File: config.mk
export PLATFORM = sky130hd
export DESIGN_NAME = cwm_c2p_flat
export DESIGN_NICKNAME = d
export VERILOG_FILES = /design/src/rtl/cwm_c2p_if.sv /design/src/rtl/cwm_c2p.sv /design/src/flat_wrapper.sv
export SDC_FILE = /design/constraint.sdc
export NUM_CORES = 1
export LEC_CHECK = 0
export CORE_MARGIN = 2
export CORE_UTILIZATION = 45
export CTS_BUF_LIST = sky130_fd_sc_hd__clkbuf_4 sky130_fd_sc_hd__clkbuf_8 sky130_fd_sc_hd__clkbuf_16
export CTS_CLUSTER_SIZE = 20
export DETAILED_ROUTE_END_ITERATION = 8
export GPL_ROUTABILITY_DRIVEN = 0
export PLACE_DENSITY = 0.66
export SLEW_MARGIN = 20
export SYNTH_ARGS = -nofsm -noshare
export SYNTH_HDL_FRONTEND = slang
export SYNTH_SLANG_ARGS = --single-unit
File: constraint.sdc
create_clock -name clk -period 9.4 [get_ports clk]
set_input_delay 2.35 -clock clk [delete_from_list [all_inputs] [get_ports clk]]
set_output_delay 2.35 -clock clk [all_outputs]
set_load 0.02 [all_outputs]
File: src/rtl/cwm_c2p_if.sv
// CWM read port and PE weight stream bundled for cwm_c2p.
// master = the converter, slave = the CWM/PE side.
`ifndef CWM_DEPTH
`define CWM_DEPTH 1024
`endif
`ifndef M
`define M 4
`endif

interface cwm_c2p_if #(
  parameter int unsigned ADDR_W = $clog2(`CWM_DEPTH),
  parameter int unsigned DATA_W = `M*4*8
);
  logic              rd_en;
  logic [ADDR_W-1:0] rd_addr;
  logic [DATA_W-1:0] dout;
  logic [DATA_W-1:0] pe_tdata;
  logic              pe_tvalid;
  logic              pe_tready;
  logic              pe_tlast;

  modport master (
    output rd_en, rd_addr, pe_tdata, pe_tvalid, pe_tlast,
    input  dout, pe_tready
  );

  modport slave (
    input  rd_en, rd_addr, pe_tdata, pe_tvalid, pe_tlast,
    output dout, pe_tready
  );
endinterface

File: src/rtl/cwm_c2p.sv
// CWM-to-PE converter: reads a run of CWM words behind the writer's fill pointer
// and streams them to the PE array through a credit-protected output FIFO.
`ifndef CWM_DEPTH
`define CWM_DEPTH 1024
`endif
`ifndef M
`define M 4
`endif

module cwm_c2p #(
  parameter int unsigned ADDR_W     = $clog2(`CWM_DEPTH),
  parameter int unsigned DATA_W     = `M*4*8,
  parameter int unsigned RD_LAT     = 2,
  parameter int unsigned FIFO_DEPTH = 8
) (
  input  logic              clk,
  input  logic              rstn,
  input  logic              start_pulse,
  input  logic [ADDR_W-1:0] c_addr,
  input  logic [31:0]       n_words,
  input  logic [ADDR_W:0]   wr_ptr,
  cwm_c2p_if.master         bus,
  output logic              busy,
  output logic              done_pulse
);

  localparam int unsigned PTR_W = ADDR_W + 1;
  localparam int unsigned FA_W  = $clog2(FIFO_DEPTH);
  localparam int unsigned CNT_W = FA_W + 1;
  localparam int unsigned SUM_W = CNT_W + 1;

  typedef enum logic [1:0] {
    IDLE  = 2'd0,
    RUN   = 2'd1,
    DRAIN = 2'd2
  } state_t;

  state_t            r_state, w_state_nxt;
  logic [PTR_W-1:0]  r_rd_ptr, w_rd_ptr_nxt;
  logic [31:0]       r_remaining, w_remaining_nxt;
  logic              r_wrapped, w_wrapped_nxt;
  logic              r_rd_en, w_rd_en_nxt;
  logic              r_rd_last, w_rd_last_nxt;
  logic [ADDR_W-1:0] r_rd_addr, w_rd_addr_nxt;
  logic [RD_LAT-1:0] r_vld_sr, w_vld_sr_nxt;
  logic [RD_LAT-1:0] r_last_sr, w_last_sr_nxt;
  logic [CNT_W-1:0]  r_inflight, w_inflight_nxt;
  logic [CNT_W-1:0]  r_count, w_count_nxt;
  logic [FA_W-1:0]   r_wa, w_wa_nxt;
  logic [FA_W-1:0]   r_ra, w_ra_nxt;
  logic [DATA_W-1:0] r_mem [FIFO_DEPTH];
  logic              r_mem_last [FIFO_DEPTH];
  logic [DATA_W-1:0] r_pe_tdata, w_pe_tdata_nxt;
  logic              r_pe_tvalid, w_pe_tvalid_nxt;
  logic              r_pe_tlast, w_pe_tlast_nxt;
  logic              r_busy, w_busy_nxt;
  logic              r_done, w_done_nxt;

  logic              w_accept;
  logic              w_go;
  logic              w_active;
  logic [PTR_W-1:0]  w_cur_ptr;
  logic [31:0]       w_cur_rem;
  logic              w_cur_wrapped;
  logic              w_credit;
  logic              w_issue;
  logic              w_issue_last;
  logic              w_push;
  logic              w_push_last;
  logic              w_pop;
  logic              w_last_hs;
  logic [DATA_W-1:0] w_head;
  logic              w_head_last;

  // Next-state and next-output logic for the whole converter.
  always_comb begin
    w_state_nxt     = r_state;
    w_rd_ptr_nxt    = r_rd_ptr;
    w_remaining_nxt = r_remaining;
    w_wrapped_nxt   = r_wrapped;
    w_rd_addr_nxt   = r_rd_addr;
    w_head          = r_mem[r_ra];
    w_head_last     = r_mem_last[r_ra];

    // The first read is issued from the start cycle itself, straight off c_addr.
    w_accept      = (r_state == IDLE) && start_pulse;
    w_go          = w_accept && (n_words != 32'd0);
    w_active      = w_go || (r_state == RUN);
    w_cur_ptr     = (r_state == IDLE) ? {1'b0, c_addr} : r_rd_ptr;
    w_cur_rem     = (r_state == IDLE) ? n_words : r_remaining;
    w_cur_wrapped = (r_state == IDLE) ? 1'b0 : r_wrapped;

    // Reads still in the CWM pipe are counted as FIFO occupancy, so pushes never overflow.
    w_credit     = (SUM_W'(r_inflight) + SUM_W'(r_count)) < SUM_W'(FIFO_DEPTH);
    w_issue      = w_active && (w_cur_rem != 32'd0) && !w_cur_wrapped &&
                   (w_cur_ptr < wr_ptr) && w_credit;
    w_issue_last = w_issue && (w_cur_rem == 32'd1);

    w_push      = r_vld_sr[RD_LAT-1];
    w_push_last = r_last_sr[RD_LAT-1];
    w_pop       = r_pe_tvalid && bus.pe_tready;
    w_last_hs   = w_pop && r_pe_tlast;

    if (w_go) begin
      w_rd_ptr_nxt    = {1'b0, c_addr};
      w_remaining_nxt = n_words;
      w_wrapped_nxt   = 1'b0;
    end
    if (w_issue) begin
      w_rd_ptr_nxt    = w_cur_ptr + PTR_W'(1);
      w_remaining_nxt = w_cur_rem - 32'd1;
      w_wrapped_nxt   = (w_cur_ptr == {PTR_W{1'b1}});
      w_rd_addr_nxt   = w_cur_ptr[ADDR_W-1:0];
    end
    w_rd_en_nxt   = w_issue;
    w_rd_last_nxt = w_issue_last;

    unique case (r_state)
      IDLE:    if (w_go) w_state_nxt = w_issue_last ? DRAIN : RUN;
      RUN:     if (w_issue_last) w_state_nxt = DRAIN;
      DRAIN:   if (w_last_hs) w_state_nxt = IDLE;
      default: w_state_nxt = IDLE;
    endcase

    w_vld_sr_nxt[0]  = r_rd_en;
    w_last_sr_nxt[0] = r_rd_en && r_rd_last;
    for (int i = 1; i < int'(RD_LAT); i++) begin
      w_vld_sr_nxt[i]  = r_vld_sr[i-1];
      w_last_sr_nxt[i] = r_last_sr[i-1];
    end

    w_inflight_nxt = r_inflight + CNT_W'(w_issue) - CNT_W'(w_push);
    w_count_nxt    = r_count + CNT_W'(w_push) - CNT_W'(w_pop);
    w_wa_nxt       = w_push ? r_wa + FA_W'(1) : r_wa;
    w_ra_nxt       = w_pop ? r_ra + FA_W'(1) : r_ra;

    // Registered FIFO head: bypass the pushed word when it becomes the new head.
    if (w_push && ((r_count == CNT_W'(0)) || ((r_count == CNT_W'(1)) && w_pop))) begin
      w_head      = bus.dout;
      w_head_last = w_push_last;
    end else begin
      w_head      = r_mem[w_ra_nxt];
      w_head_last = r_mem_last[w_ra_nxt];
    end
    w_pe_tvalid_nxt = (w_count_nxt != CNT_W'(0));
    w_pe_tdata_nxt  = w_pe_tvalid_nxt ? w_head : r_pe_tdata;
    w_pe_tlast_nxt  = w_pe_tvalid_nxt && w_head_last;

    w_busy_nxt = (w_state_nxt != IDLE);
    w_done_nxt = (w_accept && (n_words == 32'd0)) || w_last_hs;
  end

  always_ff @(posedge clk or negedge rstn) begin
    if (!rstn) begin
      r_state     <= IDLE;
      r_rd_ptr    <= '0;
      r_remaining <= '0;
      r_wrapped   <= 1'b0;
      r_rd_en     <= 1'b0;
      r_rd_last   <= 1'b0;
      r_rd_addr   <= '0;
      r_vld_sr    <= '0;
      r_last_sr   <= '0;
      r_inflight  <= '0;
      r_count     <= '0;
      r_wa        <= '0;
      r_ra        <= '0;
      r_pe_tdata  <= '0;
      r_pe_tvalid <= 1'b0;
      r_pe_tlast  <= 1'b0;
      r_busy      <= 1'b0;
      r_done      <= 1'b0;
    end else begin
      r_state     <= w_state_nxt;
      r_rd_ptr    <= w_rd_ptr_nxt;
      r_remaining <= w_remaining_nxt;
      r_wrapped   <= w_wrapped_nxt;
      r_rd_en     <= w_rd_en_nxt;
      r_rd_last   <= w_rd_last_nxt;
      r_rd_addr   <= w_rd_addr_nxt;
      r_vld_sr    <= w_vld_sr_nxt;
      r_last_sr   <= w_last_sr_nxt;
      r_inflight  <= w_inflight_nxt;
      r_count     <= w_count_nxt;
      r_wa        <= w_wa_nxt;
      r_ra        <= w_ra_nxt;
      r_pe_tdata  <= w_pe_tdata_nxt;
      r_pe_tvalid <= w_pe_tvalid_nxt;
      r_pe_tlast  <= w_pe_tlast_nxt;
      r_busy      <= w_busy_nxt;
      r_done      <= w_done_nxt;
    end
  end

  // FIFO storage; occupancy lives in the pointers, so contents need no reset.
  always_ff @(posedge clk) begin
    if (w_push) begin
      r_mem[r_wa]      <= bus.dout;
      r_mem_last[r_wa] <= w_push_last;
    end
  end

  assign bus.rd_en     = r_rd_en;
  assign bus.rd_addr   = r_rd_addr;
  assign bus.pe_tdata  = r_pe_tdata;
  assign bus.pe_tvalid = r_pe_tvalid;
  assign bus.pe_tlast  = r_pe_tlast;
  assign busy          = r_busy;
  assign done_pulse    = r_done;

endmodule

File: src/flat_wrapper.sv
// flat-port wrapper written by rule: the top's interface ports become plain ports
module cwm_c2p_flat 
#(
  parameter int unsigned ADDR_W     = $clog2(`CWM_DEPTH),
  parameter int unsigned DATA_W     = `M*4*8,
  parameter int unsigned RD_LAT     = 2,
  parameter int unsigned FIFO_DEPTH = 8
)
  (clk, rstn, start_pulse, c_addr, n_words, wr_ptr, busy, done_pulse, bus_rd_en, bus_rd_addr, bus_pe_tdata, bus_pe_tvalid, bus_pe_tlast, bus_dout, bus_pe_tready);
  cwm_c2p_if #(.ADDR_W(ADDR_W), .DATA_W(DATA_W)) bus_i ();
  input  logic clk;
  input  logic rstn;
  input  logic start_pulse;
  input  logic [ADDR_W-1:0] c_addr;
  input  logic [31:0] n_words;
  input  logic [ADDR_W:0] wr_ptr;
  output logic busy;
  output logic done_pulse;
  output wire logic [$bits(bus_i.rd_en)-1:0] bus_rd_en;
  output wire logic [$bits(bus_i.rd_addr)-1:0] bus_rd_addr;
  output wire logic [$bits(bus_i.pe_tdata)-1:0] bus_pe_tdata;
  output wire logic [$bits(bus_i.pe_tvalid)-1:0] bus_pe_tvalid;
  output wire logic [$bits(bus_i.pe_tlast)-1:0] bus_pe_tlast;
  input wire logic [$bits(bus_i.dout)-1:0] bus_dout;
  input wire logic [$bits(bus_i.pe_tready)-1:0] bus_pe_tready;
  assign bus_rd_en = bus_i.rd_en;
  assign bus_rd_addr = bus_i.rd_addr;
  assign bus_pe_tdata = bus_i.pe_tdata;
  assign bus_pe_tvalid = bus_i.pe_tvalid;
  assign bus_pe_tlast = bus_i.pe_tlast;
  assign bus_i.dout = bus_dout;
  assign bus_i.pe_tready = bus_pe_tready;
  cwm_c2p #(.ADDR_W(ADDR_W), .DATA_W(DATA_W), .RD_LAT(RD_LAT), .FIFO_DEPTH(FIFO_DEPTH)) u_core (.clk(clk), .rstn(rstn), .start_pulse(start_pulse), .c_addr(c_addr), .n_words(n_words), .wr_ptr(wr_ptr), .bus(bus_i), .busy(busy), .done_pulse(done_pulse));
endmodule
==> flow_metrics.py, run 1 <==
metrics = {
    "timing": {
        "min_period_ns": 5.953,
        "slew_headroom_pct": 28.55,
        "setup_violations": 0,
        "skew_ns": 0.02495,
        "finalCritPeriodShare_pct": 63.33,
        "fmax_ghz": 0.1680,
        "drv_slew": 0,
        "worst_slack_ns": 3.447,
        "timing.setup.tns_ns": 0,
        "tightest_slew_ns": 1.072,
        "finalHoldViolations": 0,
        "rsz0062_at_grt": "false",
    },
    "route": {
        "vias": 28115,
        "totalWireLength_mm": 118.2,
        "ant_nets": 0,
        "initialDrtViolationCount": 2272,
        "drc": 0,
        "first_pass_iters": 9,
        "avgRoutedWirePerCell_um": 23.78,
        "viasPerCell": 5.654,
    },
    "cts": {
        "clkTransAtPathRegs_ns": 0.06,
        "cts_made_buffers": 133,
        "post-cts-setup-buffer-count": 0,
        "htree_levels": 4,
        "cts_hold_buf": 0,
        "insertion_delay_ns": 0.75,
        "root_buffer": "clkbuf_16",
        "post_cts_resized": 0,
        "cts_sinks": 1240,
        "cts_tree": "built",
        "cts_buffer_depth": 3,
    },
    "cells_and_area": {
        "drive_gt1_share_pct": 16.59,
        "utilization_pct": 53.88,
        "final_nets": 3585,
        "finalNonFillerCells": 4973,
        "final_cell_area_sq_mm": 0.05938,
        "fillers": 8790,
        "area_growth_syn_to_layout_pct": 19.25,
    },
    "power": {
        "leakagePower_uw": 0.02027,
        "ir_worst_vdd_uv": 288.8,
        "powerDensity_mw_per_mm2": 297.4,
    },
    "yosys": {
        "yosys_warnings": 0,
        "synth_edf_count": 1032,
        "async_flop_share_pct": 16.77,
        "yosys_register_bits": 1240,
        "yosys-top-cells-count": "edfxtp_1 (1032), nand2_1 (468), a21oi_1 (266)",
        "synth_cell_types": 68,
        "yosysTopAreaCell": "edfxtp_1",
        "syn_inst": 3041,
        "syn-num-nets": 3255,
        "mappedNetlistArea_sq_mm": 0.04980,
        "yosysMostFrequentCell": "edfxtp_1",
        "avgSynthCellArea_sq_um": 16.38,
        "synth_top_area_share_pct": 62.23,
        "synth_top_cells_by_area": "edfxtp_1 (62%), mux4_2 (12%), dfrtp_1 (10%), nand2_1 (3.5%), a21oi_1 (2.7%)",
        "synth_seq_area_share_pct": 72.69,
        "ys.flop_type": "edfxtp_1",
    },
    "place": {
        "dp_hpwl_mm": 63.49,
        "placed_cells": 4723,
        "pre_cts_ws_ns": 2.657,
        "place_area_sq_mm": 0.05476,
        "io_buffers": 327,
    },
    "min_path": {
        "whs_endpoint": "u_core.r_last_sr[1]$_DFF_PN0_",
        "hold_start": "u_core.r_last_sr[0]$_DFF_PN0_",
        "hold_path.class": "reg2reg",
        "holdPathStages": 0,
    },
    "critical_path": {
        "worstReg2RegStart": "u_core.r_state[0]$_DFF_PN0_",
        "end_kind": "flop",
        "start_kind": "input pin",
        "rrSetupSlack_ns": 4.13,
        "worst_ep_required_time_ns": 10.02,
        "r2r-end": "u_core.r_inflight[1]$_DFF_PN0_",
        "worstRegToRegCells": 15,
        "worst-setup-path-type": "in2reg",
        "cp.arrival_ns": 6.57,
        "cp_max_fo": 59,
    },
    "outcome": {
        "status": "finished, final reports clean",
    },
    "floorplan": {
        "core_area_sq_mm": 0.1102,
        "ios": 328,
        "die_x_um": 336.7,
        "die_height_um": 336.7,
        "die_area_sq_mm": 0.1133,
        "num_rows": 122,
        "start_util_pct": 45.18,
    },
    "flow_run": {
        "drv_cap": 0,
    },
    "global_route": {
        "overflow": 0,
        "grt_use_total_pct": 20.99,
        "grt_pass1_vias": 28471,
        "grt_pass1_wl_mm": 177.9,
        "grt_max_degree": 145,
        "antenna_found_initial": 14,
    },
}
-- logic make-up after synthesis --
family	Yosys count	synth area share (%)
xor gates and xnor gates	13	0.2287
buffers and inverters	225	1.869
adders and majority gates	29	0.7588
AOI/OAI and AO/OA	538	6.043
and+or+nand+nor	712	6.204
DFF	1240	72.69
muxes	284	12.21
-- per-stage QoR --
| stage | total power [uW] | hold slack (ns) |
|---|---|---|
| finish | 17660 | 0.3534 |
| global route | 18620 | 0.3626 |
| CTS | 17930 | 0.3567 |
| detailed placement | 12490 | 0.3379 |
| global placement | 12440 | 0.3375 |
| floorplan | 10550 | 0.3312 |
-- sequential cells by signal, summed over array words and instances (netlist names), 2 cells and up --
name	cells
u_core.r_count	4
u_core.r_last_sr	2
u_core.r_mem	1024
u_core.r_remaining	32
u_core.bus.pe_tdata	128
u_core.r_inflight	4
u_core.r_rd_ptr	11
u_core.r_mem_last	8
u_core.r_ra	3
u_core.r_vld_sr	2
u_core.r_wa	3
u_core.bus.rd_addr	10
u_core.r_state	2
-- power by group --
group	leakage [uW]	switching [uW]	internal, uW
Sequential	0.0119	222	6320
Clock	0.00228	2190	3200
Combinational	0.00612	3150	2590
-- worst max path at each step --
| stage | from | to | slack, ns | depth (start not counted) |
|---|---|---|---|---|
| 2_1_floorplan | u_core.r_vld_sr[1]$_DFF_PN0_ | u_core.r_mem[7][0]$_DFFE_PP_ | 2.68 | 3 |
| 4_1_cts | c_addr[6] | u_core.r_rd_ptr[10]$_DFFE_PN0P_ | 3.45 | 13 |
| 3_3_place_gp | c_addr[6] | u_core.r_rd_ptr[10]$_DFFE_PN0P_ | 2.67 | 13 |
| 6_report | c_addr[6] | u_core.r_inflight[1]$_DFF_PN0_ | 3.45 | 13 |
| 5_1_grt | c_addr[6] | u_core.r_inflight[1]$_DFF_PN0_ | 3.18 | 13 |
| 3_5_place_dp | c_addr[6] | u_core.r_rd_ptr[10]$_DFFE_PN0P_ | 2.66 | 13 |
-- critical path: stages --
cell and delay, ns:
clkdlybuf4s50_1 0.43, mux2i_1 0.38, inv_1 0.12, ha_1 0.32, and4_1 0.18, nand2_1 0.06, a2111oi_0 0.05, a21o_1 0.22
a311oi_4 0.64, buf_4 0.51, buf_4 0.57, ha_1 0.30, fa_1 0.42
-- layout by cell type, fill, tap and decap left out, types with 11 or more instances in the layout --
| master | count |
|---|---|
| inv_1 | 43 |
| o21ai_0 | 176 |
| clkinv_1 | 23 |
| nor3_1 | 23 |
| edfxtp_1 | 1032 |
| clkbuf_16 | 136 |
| clkdlybuf4s50_1 | 326 |
| ha_1 | 27 |
| buf_4 | 40 |
| a221o_1 | 11 |
| bufinv_16 | 13 |
| a211oi_1 | 16 |
| mux2i_1 | 20 |
| clkinv_2 | 22 |
| nor2_1 | 55 |
| nor4_1 | 20 |
| mux4_2 | 258 |
| nand3_1 | 82 |
| a21oi_1 | 266 |
| clkbuf_8 | 11 |
| nand2_1 | 468 |
| dfrtp_1 | 208 |
| clkbuf_4 | 24 |
-- per-layer routing --
metal  routed length, um  vias to the layer above  share of wire (%)  GRT usage [%]
li1                    -                    12454                  -              -
met1               49730                    14506                 42          28.47
met2               58160                      919                 49          34.48
met3                7463                      214                6.3          4.089
met4                2745                       22                2.3          6.506
met5                 141                        -               0.12              0
-- area by class of cell --
| type | count | area, sq um | area share, % |
|---|---|---|---|
| well taps | 1488 | 1862 | 3.135 |
| multi-input cells | 1576 | 12810 | 21.57 |
| diodes | 1 | 2.502 | 0.004214 |
| clock inverters | 77 | 867.1 | 1.460 |
| repair buffers | 375 | 3734 | 6.287 |
| clock buffers | 171 | 3735 | 6.289 |
| inverters | 45 | 181.4 | 0.3055 |
| flip-flops and latches | 1240 | 36190 | 60.95 |
Note: power is estimated with default switching activity, not from simulation.
==> run 2: changes to the inputs <==
- clock period: 9.4 -> 4.97 ns (I/O delays scaled with it)
==> flow_metrics.py, run 2 (same netlist as run 1, synthesis figures left out) <==
metrics = {
    "cts": {
        "htree_levels": 4,
        "cts_hold_buf": 0,
        "insertion_delay_ns": 0.74,
        "cts_sinks": 1240,
        "cts_buffer_depth": 3,
        "post-cts-setup-buffer-count": 0,
        "post_cts_resized": 0,
        "cts_made_buffers": 130,
        "cts_tree": "built",
        "clkTransAtPathRegs_ns": 0.06,
        "root_buffer": "clkbuf_16",
    },
    "floorplan": {
        "core_area_sq_mm": 0.1102,
        "die_x_um": 336.7,
        "num_rows": 122,
        "ios": 328,
        "start_util_pct": 45.18,
        "die_height_um": 336.7,
        "die_area_sq_mm": 0.1133,
    },
    "cells_and_area": {
        "area_growth_syn_to_layout_pct": 20.00,
        "largest_reg_flops": 1024,
        "drive_gt1_share_pct": 17.29,
        "final_nets": 3621,
        "multi_input_area_sq_mm": 0.01280,
        "seqCellArea_sq_mm": 0.03619,
        "final_cell_area_sq_mm": 0.05976,
        "regMostFlops": "u_core.r_mem",
        "layout_commonest_cell": "edfxtp_1",
        "fillers": 8756,
        "mostFrequentLayoutCells": "edfxtp_1 (1032), nand2_1 (468), clkdlybuf4s50_1 (326)",
    },
    "power": {
        "leakagePower_uw": 0.02043,
        "power_uw": 33550,
        "powerDensity_mw_per_mm2": 561.4,
        "ir_worst_vdd_uv": 408.7,
    },
    "timing": {
        "tightest_slew_ns": 1.011,
        "rsz0062_at_grt": "false",
        "finalCritPeriodShare_pct": 79.66,
        "finalHoldViolations": 0,
        "slew_headroom_pct": 32.43,
        "setup_violations": 0,
        "drv_slew": 0,
        "skew_ns": 0.04011,
        "min_period_ns": 3.959,
        "fmax_ghz": 0.2526,
        "whs_ns": 0.3497,
    },
    "critical_path": {
        "worstRegToRegCells": 15,
        "rrSetupSlack_ns": 1.01,
        "cp.arrival_ns": 4.54,
        "end_kind": "flop",
        "r2r-end": "u_core.r_remaining[29]$_DFFE_PN0P_",
        "cp_max_fo": 61,
        "start_kind": "flop",
        "worstReg2RegStart": "u_core.r_state[0]$_DFF_PN0_",
        "worst-setup-path-type": "reg2reg",
        "worst_ep_required_time_ns": 5.55,
    },
    "global_route": {
        "overflow": 0,
        "grt_pass1_vias": 28725,
        "antenna_found_initial": 14,
        "grt_pass1_wl_mm": 177.0,
        "grt_max_degree": 113,
        "grt_use_total_pct": 20.75,
    },
    "route": {
        "ant_nets": 0,
        "first_pass_iters": 7,
        "drc": 0,
        "vias": 28172,
        "avgRoutedWirePerCell_um": 23.28,
        "totalWireLength_mm": 116.4,
        "viasPerCell": 5.636,
        "initialDrtViolationCount": 2360,
    },
    "outcome": {
        "status": "finished, final reports clean",
    },
    "min_path": {
        "whs_endpoint": "u_core.r_vld_sr[1]$_DFF_PN0_",
        "holdPathStages": 0,
        "hold_path.class": "reg2reg",
        "hold_start": "u_core.r_vld_sr[0]$_DFF_PN0_",
    },
    "flow_run": {
        "drv_cap": 0,
    },
    "place": {
        "place_area_sq_mm": 0.05541,
        "dp_hpwl_mm": 65.32,
        "io_buffers": 327,
    },
}
## run 2: cell count changes in the layout (fill, tap and decap cells not counted), sizes merged
cell,previous run,this run
clkbuf,171,168
buf,49,88
bufinv,13,11
clkinvlp,5,7
clkinv,54,44
## run 2: cell type report
type	count	area share (%)
tap	1488	3.116
sequential	1240	60.57
inverter	45	0.3036
antenna	1	0.004188
timing repair buffer	414	7.312
clock inverter	67	1.187
multi-input combinational	1576	21.42
clock buffer	168	6.085
## run 2: how the worst max path moves through the flow
stage                     cells after the start                                   to                    startpoint
after global routing                         15   u_core.r_remaining[23]$_DFFE_PN0P_   u_core.r_state[0]$_DFF_PN0_
after CTS                                    14   u_core.r_remaining[20]$_DFFE_PN0P_   u_core.r_state[0]$_DFF_PN0_
final                                        15   u_core.r_remaining[29]$_DFFE_PN0P_   u_core.r_state[0]$_DFF_PN0_
after detailed placement                     13  u_core.bus.pe_tdata[75]$_DFFE_PN0P_                 bus_pe_tready
after floorplan                               3         u_core.r_mem[7][0]$_DFFE_PP_  u_core.r_vld_sr[1]$_DFF_PN0_
after global placement                       13  u_core.bus.pe_tdata[76]$_DFFE_PN0P_                 bus_pe_tready
## run 2: power breakdown
part	internal [uW]	switching, uW	total [uW]
sequential	11900	358	12300
clock	5770	4000	9770
combinational	5210	6270	11500
total	22900	10600	33600
## run 2: through the flow
stage	worst slack, ns	instances	TNS [ns]	utilization (%)
floorplan	-1.749	3041	-1671.14	-
global placement	0.3239	4763	0	50.28
detailed placement	0.2321	4763	0	50.28
CTS	1.014	4998	0	54.22
global route	0.6796	4998	0	54.22
finish	1.011	4999	0	54.22
## run 2: critical path, cell delays in order (launching register included)
cell	delay, ns
dfrtp_1	0.38
or2_2	0.42
buf_4	0.26
nand2_1	0.09
a21boi_0	0.29
inv_1	0.12
ha_1	0.30
and4_1	0.15
nand2_1	0.06
a2111oi_0	0.05
a21o_1	0.22
a311oi_4	0.47
buf_4	0.58
nand3_1	0.15
a21oi_1	0.18
a211oi_1	0.06
## run 2: per-layer routing
metal | global-route usage (%) | wire (um) | share of wire (%) | up-vias
met3 | 3.773 | 6498 | 5.6 | 201
met2 | 33.95 | 57120 | 49 | 866
met1 | 28.58 | 49980 | 43 | 14540
li1 | - | - | - | 12545
met5 | 0 | 139 | 0.12 | -
met4 | 6.127 | 2623 | 2.3 | 20
